## config.mk

```make
export PLATFORM = sky130hd
export DESIGN_NAME = pc_sequencer_flat
export DESIGN_NICKNAME = d
export VERILOG_FILES = /design/src/rtl/pc_sequencer_if.sv /design/src/rtl/pc_sequencer.sv /design/src/flat_wrapper.sv
export SDC_FILE = /design/constraint.sdc
export NUM_CORES = 1
export LEC_CHECK = 0
export CELL_PAD_IN_SITES_DETAIL_PLACEMENT = 0
export CELL_PAD_IN_SITES_GLOBAL_PLACEMENT = 1
export CORE_MARGIN = 8
export CORE_UTILIZATION = 30
export CTS_CLUSTER_SIZE = 12
export DETAILED_ROUTE_END_ITERATION = 7
export PLACE_DENSITY_LB_ADDON = 0.12
export SLEW_MARGIN = 5
export SYNTH_ARGS = -nofsm -noshare
export SYNTH_HDL_FRONTEND = slang
export SYNTH_SLANG_ARGS = --single-unit
```

## constraint.sdc

```tcl
create_clock -name clk -period 9.3 [get_ports clk]
set_input_delay 1.395 -clock clk [delete_from_list [all_inputs] [get_ports clk]]
set_output_delay 1.395 -clock clk [all_outputs]
set_load 0.01 [all_outputs]
```

## src/rtl/pc_sequencer_if.sv

```systemverilog
`default_nettype none
// ============================================================================
// Module      : pc_sequencer_if
// Description : EX-side control inputs and fetch-side outputs of the
//               program-counter sequencer, bundled as one port.
// Revision    : 1.0  initial release
// ============================================================================
interface pc_sequencer_if #(
  parameter int RAS_DEPTH = 8
);
  localparam int CW = $clog2(RAS_DEPTH) + 1;

  logic          stall;
  logic          ex_valid;
  logic [15:0]   ex_pc;
  logic [15:0]   ex_instr;
  logic          branch;
  logic [15:0]   if_pc;
  logic          redirect;
  logic [CW-1:0] ras_count;
  logic          ras_ovf;
  logic          ras_unf;

  // Pipeline / EX-stage side: drives the instruction, observes fetch state.
  modport master (
    output stall, ex_valid, ex_pc, ex_instr, branch,
    input  if_pc, redirect, ras_count, ras_ovf, ras_unf
  );

  // Sequencer side.
  modport slave (
    input  stall, ex_valid, ex_pc, ex_instr, branch,
    output if_pc, redirect, ras_count, ras_ovf, ras_unf
  );
endinterface
`default_nettype wire

```

## src/rtl/pc_sequencer.sv

```systemverilog
`default_nettype none
// ============================================================================
// Module      : pc_sequencer
// Description : Fetch program counter with sequential increment, taken-branch
//               and CALL redirects, and RET redirect from a circular
//               return-address stack with sticky overflow/underflow flags.
// Revision    : 1.0  initial release
// ============================================================================
module pc_sequencer #(
  parameter logic [15:0] RESET_PC  = 16'h0000,
  parameter int          RAS_DEPTH = 8
) (
  input  logic         clk,
  input  logic         rst_n,
  pc_sequencer_if.slave bus
);

  localparam int PW = $clog2(RAS_DEPTH);
  localparam int CW = PW + 1;
  localparam logic [CW-1:0] c_FULL = CW'(RAS_DEPTH);

  // Opcode values from the shared opcode header (B, CALL, RET).
  localparam logic [3:0] c_OP_B    = 4'h8;
  localparam logic [3:0] c_OP_CALL = 4'h9;
  localparam logic [3:0] c_OP_RET  = 4'hA;

  logic [15:0]   if_pc_q,    if_pc_d;
  logic          redirect_q, redirect_d;
  logic [PW-1:0] ptr_q,      ptr_d;
  logic [CW-1:0] cnt_q,      cnt_d;
  logic          ovf_q,      ovf_d;
  logic          unf_q,      unf_d;

  // Stack storage is not reset; occupancy alone decides what is valid.
  logic [15:0]   ras_mem_q [RAS_DEPTH];

  logic [3:0]    w_opcode;
  logic [15:0]   w_br_off;
  logic [PW-1:0] w_ptr_dec;
  logic          w_push;
  logic [15:0]   w_push_data;

  assign w_opcode  = bus.ex_instr[15:12];
  assign w_br_off  = {{8{bus.ex_instr[7]}}, bus.ex_instr[7:0]};
  assign w_ptr_dec = ptr_q - PW'(1);

  // Next-PC selection and stack bookkeeping; everything holds under stall.
  always_comb begin
    if_pc_d     = if_pc_q;
    redirect_d  = 1'b0;
    ptr_d       = ptr_q;
    cnt_d       = cnt_q;
    ovf_d       = ovf_q;
    unf_d       = unf_q;
    w_push      = 1'b0;
    // Return point is past the delay slot.
    w_push_data = bus.ex_pc + 16'd2;

    if (!bus.stall) begin
      if_pc_d = if_pc_q + 16'd1;
      if (bus.ex_valid) begin
        case (w_opcode)
          c_OP_B: begin
            if (bus.branch) begin
              if_pc_d    = bus.ex_pc + 16'd2 + w_br_off;
              redirect_d = 1'b1;
            end
          end
          c_OP_CALL: begin
            if_pc_d    = {bus.ex_pc[15:12], bus.ex_instr[11:0]};
            redirect_d = 1'b1;
            w_push     = 1'b1;
            ptr_d      = ptr_q + PW'(1);
            // When full the write at ptr overwrites the oldest entry.
            if (cnt_q == c_FULL) begin
              ovf_d = 1'b1;
            end else begin
              cnt_d = cnt_q + CW'(1);
            end
          end
          c_OP_RET: begin
            redirect_d = 1'b1;
            if (cnt_q == '0) begin
              if_pc_d = RESET_PC;
              unf_d   = 1'b1;
            end else begin
              if_pc_d = ras_mem_q[w_ptr_dec];
              ptr_d   = w_ptr_dec;
              cnt_d   = cnt_q - CW'(1);
            end
          end
          default: ;
        endcase
      end
    end
  end

  // Architectural state with asynchronous reset.
  always_ff @(posedge clk or negedge rst_n) begin
    if (!rst_n) begin
      if_pc_q    <= RESET_PC;
      redirect_q <= 1'b0;
      ptr_q      <= '0;
      cnt_q      <= '0;
      ovf_q      <= 1'b0;
      unf_q      <= 1'b0;
    end else begin
      if_pc_q    <= if_pc_d;
      redirect_q <= redirect_d;
      ptr_q      <= ptr_d;
      cnt_q      <= cnt_d;
      ovf_q      <= ovf_d;
      unf_q      <= unf_d;
    end
  end

  // Return-address write port.
  always_ff @(posedge clk) begin
    if (w_push) begin
      ras_mem_q[ptr_q] <= w_push_data;
    end
  end

  assign bus.if_pc     = if_pc_q;
  assign bus.redirect  = redirect_q;
  assign bus.ras_count = cnt_q;
  assign bus.ras_ovf   = ovf_q;
  assign bus.ras_unf   = unf_q;

endmodule
`default_nettype wire

```

## src/flat_wrapper.sv

```systemverilog
// flat-port wrapper written by rule: the top's interface ports become plain ports
module pc_sequencer_flat 
#(
  parameter logic [15:0] RESET_PC  = 16'h0000,
  parameter int          RAS_DEPTH = 8
)
  (clk, rst_n, bus_stall, bus_ex_valid, bus_ex_pc, bus_ex_instr, bus_branch, bus_if_pc, bus_redirect, bus_ras_count, bus_ras_ovf, bus_ras_unf);
  pc_sequencer_if #(.RAS_DEPTH(RAS_DEPTH)) bus_i ();
  input  logic clk;
  input  logic rst_n;
  input wire logic [$bits(bus_i.stall)-1:0] bus_stall;
  input wire logic [$bits(bus_i.ex_valid)-1:0] bus_ex_valid;
  input wire logic [$bits(bus_i.ex_pc)-1:0] bus_ex_pc;
  input wire logic [$bits(bus_i.ex_instr)-1:0] bus_ex_instr;
  input wire logic [$bits(bus_i.branch)-1:0] bus_branch;
  output wire logic [$bits(bus_i.if_pc)-1:0] bus_if_pc;
  output wire logic [$bits(bus_i.redirect)-1:0] bus_redirect;
  output wire logic [$bits(bus_i.ras_count)-1:0] bus_ras_count;
  output wire logic [$bits(bus_i.ras_ovf)-1:0] bus_ras_ovf;
  output wire logic [$bits(bus_i.ras_unf)-1:0] bus_ras_unf;
  assign bus_i.stall = bus_stall;
  assign bus_i.ex_valid = bus_ex_valid;
  assign bus_i.ex_pc = bus_ex_pc;
  assign bus_i.ex_instr = bus_ex_instr;
  assign bus_i.branch = bus_branch;
  assign bus_if_pc = bus_i.if_pc;
  assign bus_redirect = bus_i.redirect;
  assign bus_ras_count = bus_i.ras_count;
  assign bus_ras_ovf = bus_i.ras_ovf;
  assign bus_ras_unf = bus_i.ras_unf;
  pc_sequencer #(.RESET_PC(RESET_PC), .RAS_DEPTH(RAS_DEPTH)) u_core (.clk(clk), .rst_n(rst_n), .bus(bus_i));
endmodule
```

==> impl_metrics.ini, run 1 <==
[setup_path]
crit_family = simple AND/OR/NAND/NOR gates
cp-end-kind = register
cp_max_fo = 9
cp-start-kind = primary input
cpPeakStageDelay_ns = 0.53
cp_common_cell = and3_1
path_cells = clkdlybuf4s50_1 -> and3_1 -> and3_1 -> and2_1 -> nand4_1 -> nor2_1 -> xor2_1 -> ha_1 -> nor2b_1 -> or4_1 -> o21ai_0 -> xnor2_1 -> a21oi_1 -> a311oi_1
cp_num_buf_inv = 1
cp.required_ns = 9.62
cpMaxStageDelayCell = clkdlybuf4s50_1
cp.arrival_ns = 5.21
crit_type = in -> reg

[hold_path]
hold_class = reg -> reg

[layout]
final_cells = 985
fillers = 2391
final_area_mm2 = 0.009311
final_nets = 704
layout_commonest_cell = edfxtp_1
seq_area_mm2 = 0.004496
synthToLayoutAreaGrowth_pct = 20.99
num_antenna_cells = 0
drive_above_1_share_pct = 13.13
final_cell_mix = 128 x edfxtp_1, 59 x clkdlybuf4s50_1, 44 x nor2_1
multi_input_area_mm2 = 0.003104

[global_route]
antenna_found_initial = 0
grt_pass1_vias = 5345
grt_max_degree = 37
gr-total-overflow = 0
grt_pass1_wl_mm = 33.97
track_usage_pct = 14.80

[yosys]
synth_top_family_by_area = multiplexers
synth_seq_cells = 154
synth_top_cell_area_share_pct = 49.94
yosys.area.top_type = edfxtp_1
synth_cell_types = 56
ys_top_cells_by_area = edfxtp_1 50%, mux4_2 9.4%, dfrtp_1 8.5%
synthFlopType = edfxtp_1
synth_compound_area_share_pct = 9.689
ys_async_sr_fraction_pct = 16.88
synth_edf_count = 128
synthesis.area_mm2 = 0.007696
synthesis.nets = 632
synthCells = 570
ys_warn_count = 0
synth_area_per_cell_um2 = 13.50
synthSimpleGateAreaFrac_pct = 10.32
synth_fa_ha_area_share_pct = 4.259
synth-xor-area-share_pct = 3.983
ys_seq_area_share_pct = 58.40
synthMuxAreaShare_pct = 11.64

[timing]
max_freq_mhz = 204.1
finalSetupViolCount = 0
rsz0062_at_grt = no
final.setup.tns_ns = 0
hold_viol = 0
tightestPinTransition_ns = 0.9305
finClkSkew_ns = 0.01717
slew_headroom_pct = 37.87
fin_crit_ns = 4.899
finalCritPeriodShare_pct = 52.68
drv_slew = 0

[status]
status = completed

[route]
drtAntennaViolNets = 0
wirelength_mm = 22.46
via_count = 5138
wire_per_inst_um = 22.80
vias_per_cell = 5.216
dr.pass1.iters = 6
drc = 0
drtIter0Drc = 358

[cts]
h-tree-depth = 4
hold_buffers = 0
clk_pin_slew_ns = 0.07
cts-root-buf = clkbuf_16
cts_num_sinks = 154
cts_setup_buffers = 0
clock_path_buffers = 2
numCtsBuffers = 17
ctsResizeCount = 0
cts_tree = done
clk_latency_ns = 0.43

[power]
p_leak_nw = 3.226
internal_power_mw = 1.543
p_per_area_mw_per_mm2 = 241.3
switching_share_pct = 31.33
clkPwrFrac_pct = 30.2
seqPwrFrac_pct = 37.5
p_sw_mw = 0.7039
ir_worst_vdd_mv = 0.1347
power_mw = 2.247
combPwrFrac_pct = 32.3

[placement]
gp_routability_congestion = 0.7948
place_area_mm2 = 0.008738
numPortBuffers = 59
hpwlAfterDp_mm = 14.98
dp.cells = 953

[floorplan]
rows = 58
ios = 60
die_y_um = 176.2
dieArea_mm2 = 0.03103
die_w_um = 176.2
core-area_mm2 = 0.02518
start_util_pct = 30.56

[flow_run]
drv_cap = 0
## worst reg2reg max path: cells and delay by family (launching register included)
kind	cells	cell delay, ns
xor gates and xnor gates	1	0.77
buffers and inverters	2	0.76
DFF	1	0.34
adders and majority gates	1	0.32
AOI/OAI and AO/OA	3	0.99
muxes	1	0.43
## cell families (layout without fill, tap and decap cells)
| group | count (synthesis) | in the layout |
|---|---|---|
| buf+inv | 29 | 114 |
| fa+ha+maj | 25 | 25 |
| simple gates | 160 | 160 |
| xor+xnor | 35 | 35 |
| flops | 154 | 154 |
| compound gates | 118 | 118 |
| mux | 49 | 49 |
## synth_stat cells (all sizes together) (2+ instances only)
cell type,instances
a211oi,6
a21o,7
a21oi,32
a221oi,5
a222oi,2
a22oi,3
a311oi,2
a31oi,4
and2,6
and3,9
and4,3
buf,7
clkbuf,12
dfrtp,26
edfxtp,128
fa,2
ha,23
inv,10
mux2,4
mux2i,13
mux4,32
nand2,39
nand2b,7
nand3,16
nand3b,6
nand4,3
nor2,44
nor2b,3
nor3,13
nor4,5
o211ai,5
o21a,5
o21ai,31
o21bai,2
o221ai,3
o22ai,4
xnor2,18
xor2,17
## layer usage
layer | vias up | wire, um | GRT usage (%)
li1 | 2362 | - | -
met1 | 2609 | 10240 | 19.35
met2 | 135 | 10740 | 24.29
met3 | 32 | 1085 | 2.948
met4 | 0 | 391 | 4.804
met5 | - | 0 | 0
## per-stage QoR
stage                     hold WS, ns  util (%)  setup WS [ns]
after global placement         0.4641     34.70          4.058
after floorplan                0.5134         -          5.034
after detailed placement       0.4726     34.70          3.929
after global routing           0.5219     36.98          4.021
final                          0.4926     36.98          4.401
after CTS                      0.4926     36.98          4.365
## power groups by stage
stage / clock (mW) / combinational (mW) / sequential, mW
after floorplan: 0 / 0.508 / 0.848
after global placement: 0 / 0.741 / 0.854
after detailed placement: 0 / 0.743 / 0.857
after CTS: 0.696 / 0.745 / 0.843
after global routing: 0.722 / 0.795 / 0.849
final: 0.678 / 0.726 / 0.842
## layout make-up
type | instances | area share (%)
well taps | 330 | 4.434
clock inverters | 14 | 1.545
multi-input cells | 387 | 33.34
inverters | 10 | 0.4031
flip-flops and latches | 154 | 48.28
clock buffers | 18 | 4.609
repair buffers | 72 | 7.390
## registers in the layout, summed over array words and instances (netlist names)
signal and flops:
u_core.bus.ras_count 4, u_core.bus.ras_unf 1, u_core.bus.redirect 1, u_core.bus.ras_ovf 1, u_core.ptr_q 3, u_core.ras_mem_q 128
u_core.bus.if_pc 16
## final timing paths
check                      depth (start not counted)                       to  slack, ns               start
max reg2reg                                        8      u_core.bus.if_pc[0]       5.58     u_core.ptr_q[0]
min                                                1       u_core.bus.ras_ovf       0.49  u_core.bus.ras_ovf
max                                               14     u_core.bus.if_pc[14]       4.40        bus_ex_pc[3]
min in group asynchronous                          2  u_core.bus.ras_count[0]       1.36               rst_n
max in group asynchronous                          2      u_core.bus.if_pc[4]       7.63               rst_n
min reg2reg                                        1       u_core.bus.ras_ovf       0.49  u_core.bus.ras_ovf
Note: power is estimated with default switching activity, not from simulation.
==> run 2, diff against run 1 <==
Clock period 9.3 ns to 4.6 ns, I/O delays scaled along.
==> run 2 against run 1 <==
Clock power is 110% higher. Final area is 1.2% higher. Combinational power is 100% higher. Hold slack better by 0.0013 ns. Via count is 1.1% higher. Global-route usage hardly changed. Clock skew is 0.0047 ns lower. Wire length is 1.1% higher. Power is 100% higher. Largest cell class unchanged. Largest power group unchanged.
==> impl_metrics.ini, run 2 (synthesis results as in run 1) <==
[cts]
cts_num_sinks = 154
hold_buffers = 0
cts_tree = done
cts_setup_buffers = 0
clk_pin_slew_ns = 0.07
clk_latency_ns = 0.42
ctsResizeCount = 0
clock_path_buffers = 2
cts-root-buf = clkbuf_16
numCtsBuffers = 17
h-tree-depth = 4

[setup_path]
cp-start-kind = primary input
cp_common_cell = and3_1
crit_type = in -> reg
cp_num_buf_inv = 1
cp-end-kind = register
cp.required_ns = 4.93
cpPeakStageDelay_ns = 0.53
cpMaxStageDelayCell = clkdlybuf4s50_1
cp.arrival_ns = 4.21
crit_family = simple AND/OR/NAND/NOR gates
path_cells = clkdlybuf4s50_1 -> and3_1 -> and3_1 -> and2_1 -> nand4_1 -> nor2_1 -> xor2_1 -> ha_1 -> nor2b_1 -> or4_1 -> o21ai_0 -> xnor2_1 -> a21oi_1 -> a311oi_1
cp_max_fo = 8

[floorplan]
die_y_um = 176.2
rows = 58
core-area_mm2 = 0.02518
start_util_pct = 30.56
ios = 60
dieArea_mm2 = 0.03103
die_w_um = 176.2

[timing]
drv_slew = 0
finalSetupViolCount = 0
finalCritPeriodShare_pct = 84.37
hold_viol = 0
rsz0062_at_grt = no
slew_headroom_pct = 41.52
hold-worst-slack_ns = 0.4940
max_freq_mhz = 257.7
tightestPinTransition_ns = 0.8764
finClkSkew_ns = 0.01251
final.setup.tns_ns = 0
layout_setup_ws_ns = 0.7190
fin_crit_ns = 3.881

[layout]
largest-register = u_core.ras_mem_q
num_antenna_cells = 0
largest_reg_flops = 128
fillers = 2416
drive_above_1_share_pct = 15.55
final_cell_mix = 128 x edfxtp_1, 59 x clkdlybuf4s50_1, 44 x nor2_1
synthToLayoutAreaGrowth_pct = 22.45
layout_commonest_cell = edfxtp_1
post-route-util_pct = 37.42
final_nets = 718

[route]
vias_per_cell = 5.199
wirelength_mm = 22.72
via_count = 5194
drtAntennaViolNets = 0
wire_per_inst_um = 22.74
drc = 0
dr.pass1.iters = 5
drtIter0Drc = 385

[global_route]
grt_max_degree = 36
track_usage_pct = 14.84
antenna_found_initial = 0
grt_pass1_vias = 5415
gr-total-overflow = 0
grt_pass1_wl_mm = 34.17

[power]
p_leak_nw = 3.302
p_per_area_mw_per_mm2 = 487.9
ir_worst_vdd_mv = 0.3183

[placement]
numPortBuffers = 59
gp_routability_congestion = 0.8049
hpwlAfterDp_mm = 15.50
pre_cts_ws_ns = 0.3312

[flow_run]
drv_cap = 0

[hold_path]
hold_class = reg -> reg

[status]
status = completed
==> run 2: cell types whose count changed in the layout (fill, tap and decap cells not counted), sizes merged <==
cell      before  now
clkinv         8    4
clkinvlp       1    2
buf           13   27
inv           13   16
==> run 2: worst paths after layout <==
path | start | end | slack, ns | cells past startpoint
setup / recovery | bus_ex_pc[3] | u_core.bus.if_pc[14] | 0.72 | 14
hold / removal | u_core.bus.ras_ovf | u_core.bus.ras_ovf | 0.49 | 1
setup reg to reg | u_core.ptr_q[1] | u_core.bus.if_pc[3] | 1.48 | 8
hold reg to reg | u_core.bus.ras_ovf | u_core.bus.ras_ovf | 0.49 | 1
max in group asynchronous | rst_n | u_core.bus.if_pc[12] | 3.65 | 2
min in group asynchronous | rst_n | u_core.bus.ras_count[0] | 0.65 | 2
==> run 2: layout make-up <==
class                      instances  area (um^2)  area share, %
inverter                          10        37.54         0.3983
clock inverter                    14        162.7          1.726
tap                              330        412.9          4.381
multi-input combinational        387         3093          32.82
sequential                       154         4496          47.70
timing repair buffer              86        793.3          8.417
clock buffer                      18        429.2          4.554
==> run 2: per-layer routing <==
metal / global-route usage, % / wire [um]
met3: 2.606 / 1052
met1: 19.79 / 10330
met2: 24.68 / 11050
met4: 3.603 / 283
met5: 0 / 0
==> run 2: metrics by stage <==
| stage | total power, mW | instance area (um^2) | std cells |
|---|---|---|---|
| 2_1_floorplan | 2.742 | 7696 | 570 |
| 3_3_place_gp | 3.247 | 8832 | 967 |
| 3_5_place_dp | 3.262 | 8832 | 967 |
| 4_1_cts | 4.683 | 9424 | 999 |
| 5_1_grt | 4.855 | 9424 | 999 |
| 6_report | 4.598 | 9424 | 999 |
==> run 2: report_power, final <==
part	total [mW]	switching, mW	leakage [nW]	internal (mW)
clock	1.42	0.601	0.287	0.815
combinational	1.48	0.744	1.54	0.740
sequential	1.70	0.110	1.48	1.59
total	4.60	1.45	3.30	3.14
